`src/rtl/pattern_misr_compactor.sv`:
```
// Pattern generator and response compactor for built-in self test.
// A Galois LFSR issues one stimulus pattern per cycle. A Galois MISR folds
// the in-order responses from the netlist under test into a signature.
// A run ends once the requested number of responses has been compacted.
module pattern_misr_compactor #(
  parameter int               PAT_W  = 22,
  parameter int               RSP_W  = 14,
  parameter int               CNT_W  = 16,
  parameter logic [PAT_W-1:0] POLY_P = 22'h300000,
  parameter logic [RSP_W-1:0] POLY_R = 14'h3802
) (
  input  logic             clk,
  input  logic             rst_n,
  input  logic             start,
  input  logic [CNT_W-1:0] num_pat,
  input  logic [PAT_W-1:0] seed,
  output logic [PAT_W-1:0] pat_o,
  output logic             pat_valid,
  input  logic [RSP_W-1:0] rsp_i,
  input  logic             rsp_valid,
  output logic             busy,
  output logic             done,
  output logic [RSP_W-1:0] signature
);

  typedef enum logic [1:0] {
    IDLE  = 2'd0,
    RUN   = 2'd1,
    DRAIN = 2'd2,
    DONE  = 2'd3
  } state_t;

  state_t           state;
  state_t           state_nxt;
  logic [PAT_W-1:0] lfsr_q;
  logic [RSP_W-1:0] sig_q;
  logic [CNT_W-1:0] issued_cnt;
  logic [CNT_W-1:0] recv_cnt;
  logic [CNT_W-1:0] num_pat_q;
  logic [CNT_W-1:0] issued_inc;
  logic             done_q;
  logic             start_ok;
  logic             issue;
  logic             accept;
  logic             all_received;

  // A run may only be started while no run is in flight.
  assign start_ok     = start && ((state == IDLE) || (state == DONE));
  // Patterns are issued only while RUN still owes some; a zero-length run never issues.
  assign issue        = (state == RUN) && (issued_cnt != num_pat_q);
  // Responses count only inside a run and only up to the requested number.
  assign all_received = (recv_cnt == num_pat_q);
  assign accept       = ((state == RUN) || (state == DRAIN)) && rsp_valid && !all_received;
  assign issued_inc   = issued_cnt + 1'b1;

  // Next-state decode: RUN hands over to DRAIN with the last issued pattern,
  // and either busy state finishes the cycle after the last response lands.
  always_comb begin
    state_nxt = state;
    case (state)
      IDLE: begin
        if (start) state_nxt = RUN;
      end
      RUN: begin
        if (all_received) begin
          state_nxt = DONE;
        end else if (issue && (issued_inc == num_pat_q)) begin
          state_nxt = DRAIN;
        end
      end
      DRAIN: begin
        if (all_received) state_nxt = DONE;
      end
      DONE: begin
        if (start) state_nxt = RUN;
      end
      default: state_nxt = IDLE;
    endcase
  end

  // State register; reset abandons any run in progress.
  always_ff @(posedge clk or negedge rst_n) begin
    if (!rst_n) begin
      state <= IDLE;
    end else begin
      state <= state_nxt;
    end
  end

  // Registered done pulse, high for the single cycle after entering DONE.
  always_ff @(posedge clk or negedge rst_n) begin
    if (!rst_n) begin
      done_q <= 1'b0;
    end else begin
      done_q <= (state_nxt == DONE) && (state != DONE);
    end
  end

  // Datapath: a new run reloads everything, otherwise the LFSR and MISR step
  // independently; an all-zero seed would lock the LFSR so it becomes 1.
  always_ff @(posedge clk or negedge rst_n) begin
    if (!rst_n) begin
      lfsr_q     <= '0;
      sig_q      <= '0;
      issued_cnt <= '0;
      recv_cnt   <= '0;
      num_pat_q  <= '0;
    end else if (start_ok) begin
      lfsr_q     <= (seed == '0) ? PAT_W'(1) : seed;
      sig_q      <= '0;
      issued_cnt <= '0;
      recv_cnt   <= '0;
      num_pat_q  <= num_pat;
    end else begin
      if (issue) begin
        lfsr_q     <= (lfsr_q >> 1) ^ (lfsr_q[0] ? POLY_P : '0);
        issued_cnt <= issued_inc;
      end
      if (accept) begin
        sig_q    <= ((sig_q >> 1) ^ (sig_q[0] ? POLY_R : '0)) ^ rsp_i;
        recv_cnt <= recv_cnt + 1'b1;
      end
    end
  end

  assign pat_o     = lfsr_q;
  assign pat_valid = issue;
  assign busy      = (state == RUN) || (state == DRAIN);
  assign done      = done_q;
  assign signature = sig_q;

endmodule

```
`config.mk`:
```
export PLATFORM = sky130hd
export DESIGN_NAME = pattern_misr_compactor
export DESIGN_NICKNAME = d
export VERILOG_FILES = /design/src/rtl/pattern_misr_compactor.sv
export SDC_FILE = /design/constraint.sdc
export NUM_CORES = 1
export LEC_CHECK = 0
export ABC_CLOCK_PERIOD_IN_PS = 2460
export CAP_MARGIN = 15
export CORE_MARGIN = 2
export CORE_UTILIZATION = 47
export CTS_CLUSTER_SIZE = 25
export DETAILED_ROUTE_END_ITERATION = 7
export HOLD_SLACK_MARGIN = 0.15
export PLACE_DENSITY = 0.76
export SYNTH_ARGS = -nofsm -noshare
export SYNTH_HDL_FRONTEND = slang
export SYNTH_SLANG_ARGS = --single-unit
```
`constraint.sdc`:
```
create_clock -name clk -period 2.46 [get_ports clk]
set_clock_uncertainty 0.2 [all_clocks]
set_input_delay 0.369 -clock clk [delete_from_list [all_inputs] [get_ports clk]]
set_output_delay 0.369 -clock clk [all_outputs]
set_load 0.1 [all_outputs]
```
==> results of run 1 <==
## state kept, by name, summed over array words and instances (netlist names)
| register | flops |
|---|---|
| state | 2 |
| done | 1 |
| signature | 14 |
| num_pat_q | 16 |
| recv_cnt | 16 |
| issued_cnt | 16 |
| pat_o | 22 |
## through the flow
step                      cells  setup TNS (ns)  setup WS [ns]  total power, W  util (%)
final                       808          -0.125         -0.125         0.00907      64.0
after global placement      790               0         0.0389         0.00781      60.8
after global routing        808          -0.209         -0.209         0.00955      64.0
after CTS                   808          -0.127         -0.127         0.00905      63.4
after detailed placement    790         -0.0895        -0.0465         0.00792      60.8
after floorplan             548               0         0.0148         0.00637         -
## worst paths after layout
path                                      end     startpoint  slack [ns]
worst max-delay path                pat_valid   num_pat_q[6]       -0.12
worst min-delay path            issued_cnt[6]          rst_n        0.27
worst max register to register  issued_cnt[8]  issued_cnt[9]        0.10
worst min register to register  signature[12]  signature[12]        0.37
max in group asynchronous       issued_cnt[2]          rst_n        1.13
min in group clk                 num_pat_q[1]     num_pat[1]        0.32
## Yosys cell counts (5+ instances only)
master,n
clkbuf_1,30
nor4_1,16
nand2_1,112
a21oi_1,10
ha_1,5
o21ai_0,32
nor2_1,41
a2bb2oi_1,11
xnor2_1,54
dfrtp_1,87
xor2_1,25
a31oi_1,12
nand3_1,28
and3_1,5
nand4_1,15
nor3_1,11
inv_1,9
## cells by family (layout without fill, tap and decap cells)
family,Yosys count,after routing,synth area share [%]
compound gates,84,84,11.4
xor+xnor,79,79,14.2
fa+ha+maj,5,5,1.28
buf+inv,41,165,3.21
flops,87,87,44.6
mux,2,2,0.410
simple gates,250,250,24.9
## placed cells by master, fill, tap and decap left out, types with 3 or more instances in the layout
cell / netlist / final
nor3_1: 11 / 10
xnor2_1: 54 / 54
xor2_2: 0 / 3
xor2_1: 25 / 22
clkbuf_8: 0 / 10
o21ai_0: 32 / 30
clkdlybuf4s50_1: 0 / 54
ha_1: 5 / 3
nor4_2: 1 / 3
nor2_1: 41 / 40
a21oi_1: 10 / 10
buf_6: 0 / 3
inv_1: 9 / 6
a211oi_1: 4 / 3
buf_12: 0 / 5
and3_1: 5 / 5
nor4_1: 16 / 14
nand4_1: 15 / 15
nand2_1: 112 / 108
a2bb2oi_1: 11 / 11
nand3_1: 28 / 26
buf_4: 0 / 77
dfrtp_1: 87 / 86
a31oi_1: 12 / 12
nand2_2: 0 / 4
## per-layer routing
metal / part of all wire [%] / GRT usage [%]
met1: 43 / 30.8
met4: 1.5 / 6.95
met5: 0 / 0
met2: 48 / 39.8
met3: 6.9 / 5.03
## what timing repair did
action | 4_1_cts | 5_1_grt
hold buffers | 1 | 0
resized for setup | 10 | 13
pin swaps | 5 | 1
hold endpoints to repair | 65 | 0
buffers inserted | 1 | 0
endpoints found under the setup margin | 23 | 16
## area by class of cell
class                           instances  share of cell area, %
Timing Repair Buffer                  140                   19.4
Clock buffer                           11                   2.17
Inverter                                9                  0.576
Clock inverter                          5                   1.02
Sequential cell                        87                   33.4
Tap cell                              136                   2.61
Multi-Input combinational cell        420                   40.8
## where the power goes
part           internal, W  leakage [nW]  total, W  switching [W]
Sequential         0.00190          1.11   0.00243       0.000528
Combinational      0.00174          1.61   0.00559        0.00385
Clock             0.000508         0.102   0.00105       0.000546
Total              0.00414          2.82   0.00907        0.00492
## worst reg2reg max path: stages (launching register included)
cell and delay, ns:
dfrtp_1 0.42, buf_4 0.17, xnor2_1 0.15, and4_1 0.21, nand4_1 0.16, buf_4 0.24
nand3_2 0.15, or3_2 0.42, a21oi_1 0.16
==> results_dict.tcl, run 1 <==
set metrics [dict create \
    hpwl_um 9350 \
    fin_crit_sh_pct 105 \
    ctsRootBufferMaster "clkbuf_8" \
    syn_nets 609 \
    cts_tree "yes" \
    synth_flop_cell "dfrtp_1" \
    worst-path-buf-inv 3 \
    startpoint_type "register" \
    timing.fmax_ghz 0.387 \
    cp.depth 7 \
    crit_fanout 3 \
    io_buffers 94 \
    worst_slew_pin_slew_ns 0.662 \
    core_um2 10200 \
    routed_via_density 5.50 \
    htreeDepth 3 \
    async_flop_share_pct 100 \
    place.gp.congestion 0.886 \
    drive_above_1_share_pct 19.9 \
    drt-wirelength-per-cell_um 15.9 \
    n_antenna_cell 0 \
    start_util_pct 47.9 \
    p_leak_nw 2.82 \
    grt-ovfl-total 0 \
    clock_path_buffers 2 \
    drv_cap 0 \
    peakVddDrop_v 0.00190 \
    yosys.area.top_type "dfrtp_1" \
    ys_ff_latch 87 \
    cpLargestDelayFamily "simple AND/OR/NAND/NOR gates" \
    detailroute.via_count 4441 \
    status "finished, violations left" \
    rsz0062_at_grt "yes" \
    netlist_area_um2 4880 \
    cts_inserted_buffers 9 \
    fillers 875 \
    num_rows 37 \
    violations "setup timing" \
    design_area_um2 6520 \
    slew_viol_final 0 \
    grt_pass1_wl_um 21200 \
    endpoint_kind "output port" \
    finalSetupViolCount 1 \
    synth_edf_count 0 \
    drt_wl_total_um 12800 \
    multiInputGateArea_um2 2660 \
    critical_path_class "register to output port" \
    relSlewSlack_pct 55.7 \
    grt_usage_pct 23.6 \
    path_cells "or2_4 -> a2111oi_4 -> buf_4 -> nand4_1 -> nand2_2 -> inv_2 -> buf_12" \
    synthDistinctLibCells 48 \
    drc 0 \
    ys_seq_area_share_pct 44.6 \
    antenna_found_initial 0 \
    cts.sinks 87 \
    die_area_um2 11200 \
    r2r_cells 8 \
    die_w_um 106 \
    ios 95 \
    power_density_nw_per_um2 1390 \
    whs_ns 0.274 \
    drtPass1Iterations 5 \
    yosysWarnings 0 \
    layout_setup_ws_ns -0.125 \
    drt_iter0_drc 185 \
    synth_top_area_share_pct 44.6 \
    grt_pass1_vias 4443 \
    slowest_delay_ns 0.40 \
    avgSynthCellArea_um2 8.90 \
    synth_area_leaders "dfrtp_1, xnor2_1, nand2_1" \
    hold_violations 0 \
    die_y_um 106 \
    cp.arrival_ns 2.02 \
    clock_latency_ns 0.37 \
    clkSlewWorstSetupHoldPaths_ns 0.09 \
    ant_nets 0 \
    grt_max_degree 61 \
    hp-class "input pin to async pin" \
    min_period_ns 2.58 \
    worst_ep_required_time_ns 1.89 \
    dpl_cell_area_um2 6190 \
    synthCells 548 \
    fin_nets 728 \
    syn_to_final_growth_pct 33.6 \
    crit_slowest_cell "dfrtp_1" \
    regArea_um2 2180 \
]
Power figures use the tool's default switching activity.
==> run 2: changes to the inputs <==
Settings changed: CORE_UTILIZATION 47 to 58, DONT_BUFFER_PORTS from default to 1, PLACE_DENSITY 0.76 to 0.78.
==> results_dict.tcl, run 2 (same netlist as run 1, synthesis figures left out) <==
set metrics [dict create \
    status "finished, violations left" \
    violations "hold timing, setup timing" \
    hpwl_um 9170 \
    syn_to_final_growth_pct 33.2 \
    drive_above_1_share_pct 20.5 \
    drt-wirelength-per-cell_um 19.9 \
    htreeDepth 3 \
    crit_fanout 3 \
    tns_ns -0.137 \
    relSlewSlack_pct 50.4 \
    grt_pass1_wl_um 24200 \
    cts.sinks 87 \
    grt_usage_pct 34.9 \
    whs_ns -0.507 \
    startpoint_type "register" \
    drt_iter0_drc 295 \
    min_period_ns 2.60 \
    fin_crit_sh_pct 106 \
    combPwrFrac_pct 63.0 \
    drt_wl_total_um 15400 \
    ant_nets 0 \
    layout_setup_ws_ns -0.137 \
    netSwitchingPower_w 0.00519 \
    critical_path_class "register to output port" \
    grt_pass1_vias 4908 \
    die_area_um2 9160 \
    dpl_cell_area_um2 5600 \
    num_rows 33 \
    rsz0062_at_grt "yes" \
    switching_share_pct 54.7 \
    utilization_pct 79.5 \
    ctsRootBufferMaster "clkbuf_8" \
    hold_violations 87 \
    n_antenna_cell 0 \
    die_w_um 95.7 \
    timing.rr.start "issued_cnt[9]" \
    p_seq_share_pct 24.0 \
    p_clk_share_pct 13.1 \
    drv_cap 0 \
    hp-class "input pin to async pin" \
    drtPass1Iterations 5 \
    antenna_found_initial 0 \
    die_y_um 95.7 \
    core_um2 8180 \
    finalSetupViolCount 1 \
    p_leak_nw 2.87 \
    rr_endpoint "issued_cnt[8]" \
    power_density_nw_per_um2 1460 \
    cts_inserted_buffers 9 \
    place.gp.congestion 0.897 \
    clock_path_buffers 2 \
    fin_nets 729 \
    largest_reg_flops 22 \
    r2r_cells 8 \
    ctsHoldBuffers 52 \
    ios 95 \
    crit_path_start "issued_cnt[6]" \
    start_util_pct 59.7 \
    io_buffers 0 \
    layout_commonest_cell "nand2_1" \
    detailroute.via_count 4783 \
    drc 0 \
    worst_ep_required_time_ns 1.89 \
    peakVddDrop_v 0.00137 \
    design_area_um2 6500 \
    layout_common_cells "nand2_1, dfrtp_1, buf_4, xnor2_1, dlygate4sd3_1" \
    grt_max_degree 88 \
    clkSlewWorstSetupHoldPaths_ns 0.09 \
    endpoint_kind "output port" \
    slew_viol_final 0 \
    timing.fmax_ghz 0.385 \
    internal_power_w 0.00429 \
    routed_via_density 6.15 \
    cp.arrival_ns 2.03 \
    ff2ff_setup_slack_ns 0.03 \
    grt-ovfl-total 0 \
    endpoint "pat_valid" \
    worst_slew_pin_slew_ns 0.742 \
    cts_tree "yes" \
    clock_latency_ns 0.37 \
]
-- run 2: how the worst min path moves through the flow --
stage               cells after the start  start  slack [ns]             end
detailed placement                      0  rst_n       -0.12  issued_cnt[12]
floorplan                               0  rst_n       -0.13            done
finish                                  0  rst_n       -0.51  issued_cnt[12]
global route                            0  rst_n       -0.52   num_pat_q[11]
global placement                        0  rst_n       -0.12  issued_cnt[12]
CTS                                     0  rst_n       -0.52  issued_cnt[12]
-- run 2: power by group through the flow --
stage | combinational (W) | sequential (W) | clock, W
2_1_floorplan | 0.00208 | 0.00428 | 0
4_1_cts | 0.00567 | 0.00223 | 0.00124
3_3_place_gp | 0.00539 | 0.00222 | 0
6_report | 0.00597 | 0.00227 | 0.00124
3_5_place_dp | 0.00553 | 0.00224 | 0
5_1_grt | 0.00624 | 0.00230 | 0.00130
-- run 2: area by class of cell --
cell class / instances / area, µm²
Multi-Input combinational cell: 420 / 2680
Sequential cell: 87 / 2180
Fill cell: 470 / 1680
Timing Repair Buffer: 141 / 1230
Tap cell: 105 / 131
Clock buffer: 10 / 128
Clock inverter: 6 / 116
Inverter: 9 / 40.0
-- run 2: worst max-delay path, stage by stage (launching register included) --
cell and delay (ns):
dfrtp_1 0.40, or2_4 0.28, a2111oi_4 0.31, buf_4 0.17, nand4_1 0.15, nand2_2 0.16
inv_4 0.06, buf_12 0.16
-- run 2: per-stage QoR --
step	std cells	total power (W)	setup slack, ns
after detailed placement	706	0.00777	-0.0697
final	778	0.00948	-0.137
after global placement	706	0.00761	0.0237
after floorplan	548	0.00637	0.0148
after CTS	775	0.00913	-0.175
after global routing	778	0.00984	-0.190
-- run 2: layer usage --
layer / vias to the layer above / track usage [%] / wire length [µm]
met5: - / 0 / 0
met4: 0 / 17.3 / 604
met1: 2345 / 42.8 / 6080
met3: 55 / 7.13 / 1050
li1: 2130 / - / -
met2: 253 / 58.5 / 7720
-- run 2: repair_timing --
| action | CTS | global route |
|---|---|---|
| gates resized for setup | 10 | 13 |
| pin swaps | 5 | 8 |
| endpoints found under the setup margin | 32 | 8 |
| setup buffers | 1 | 3 |
| endpoints found under the hold margin | 140 | 87 |
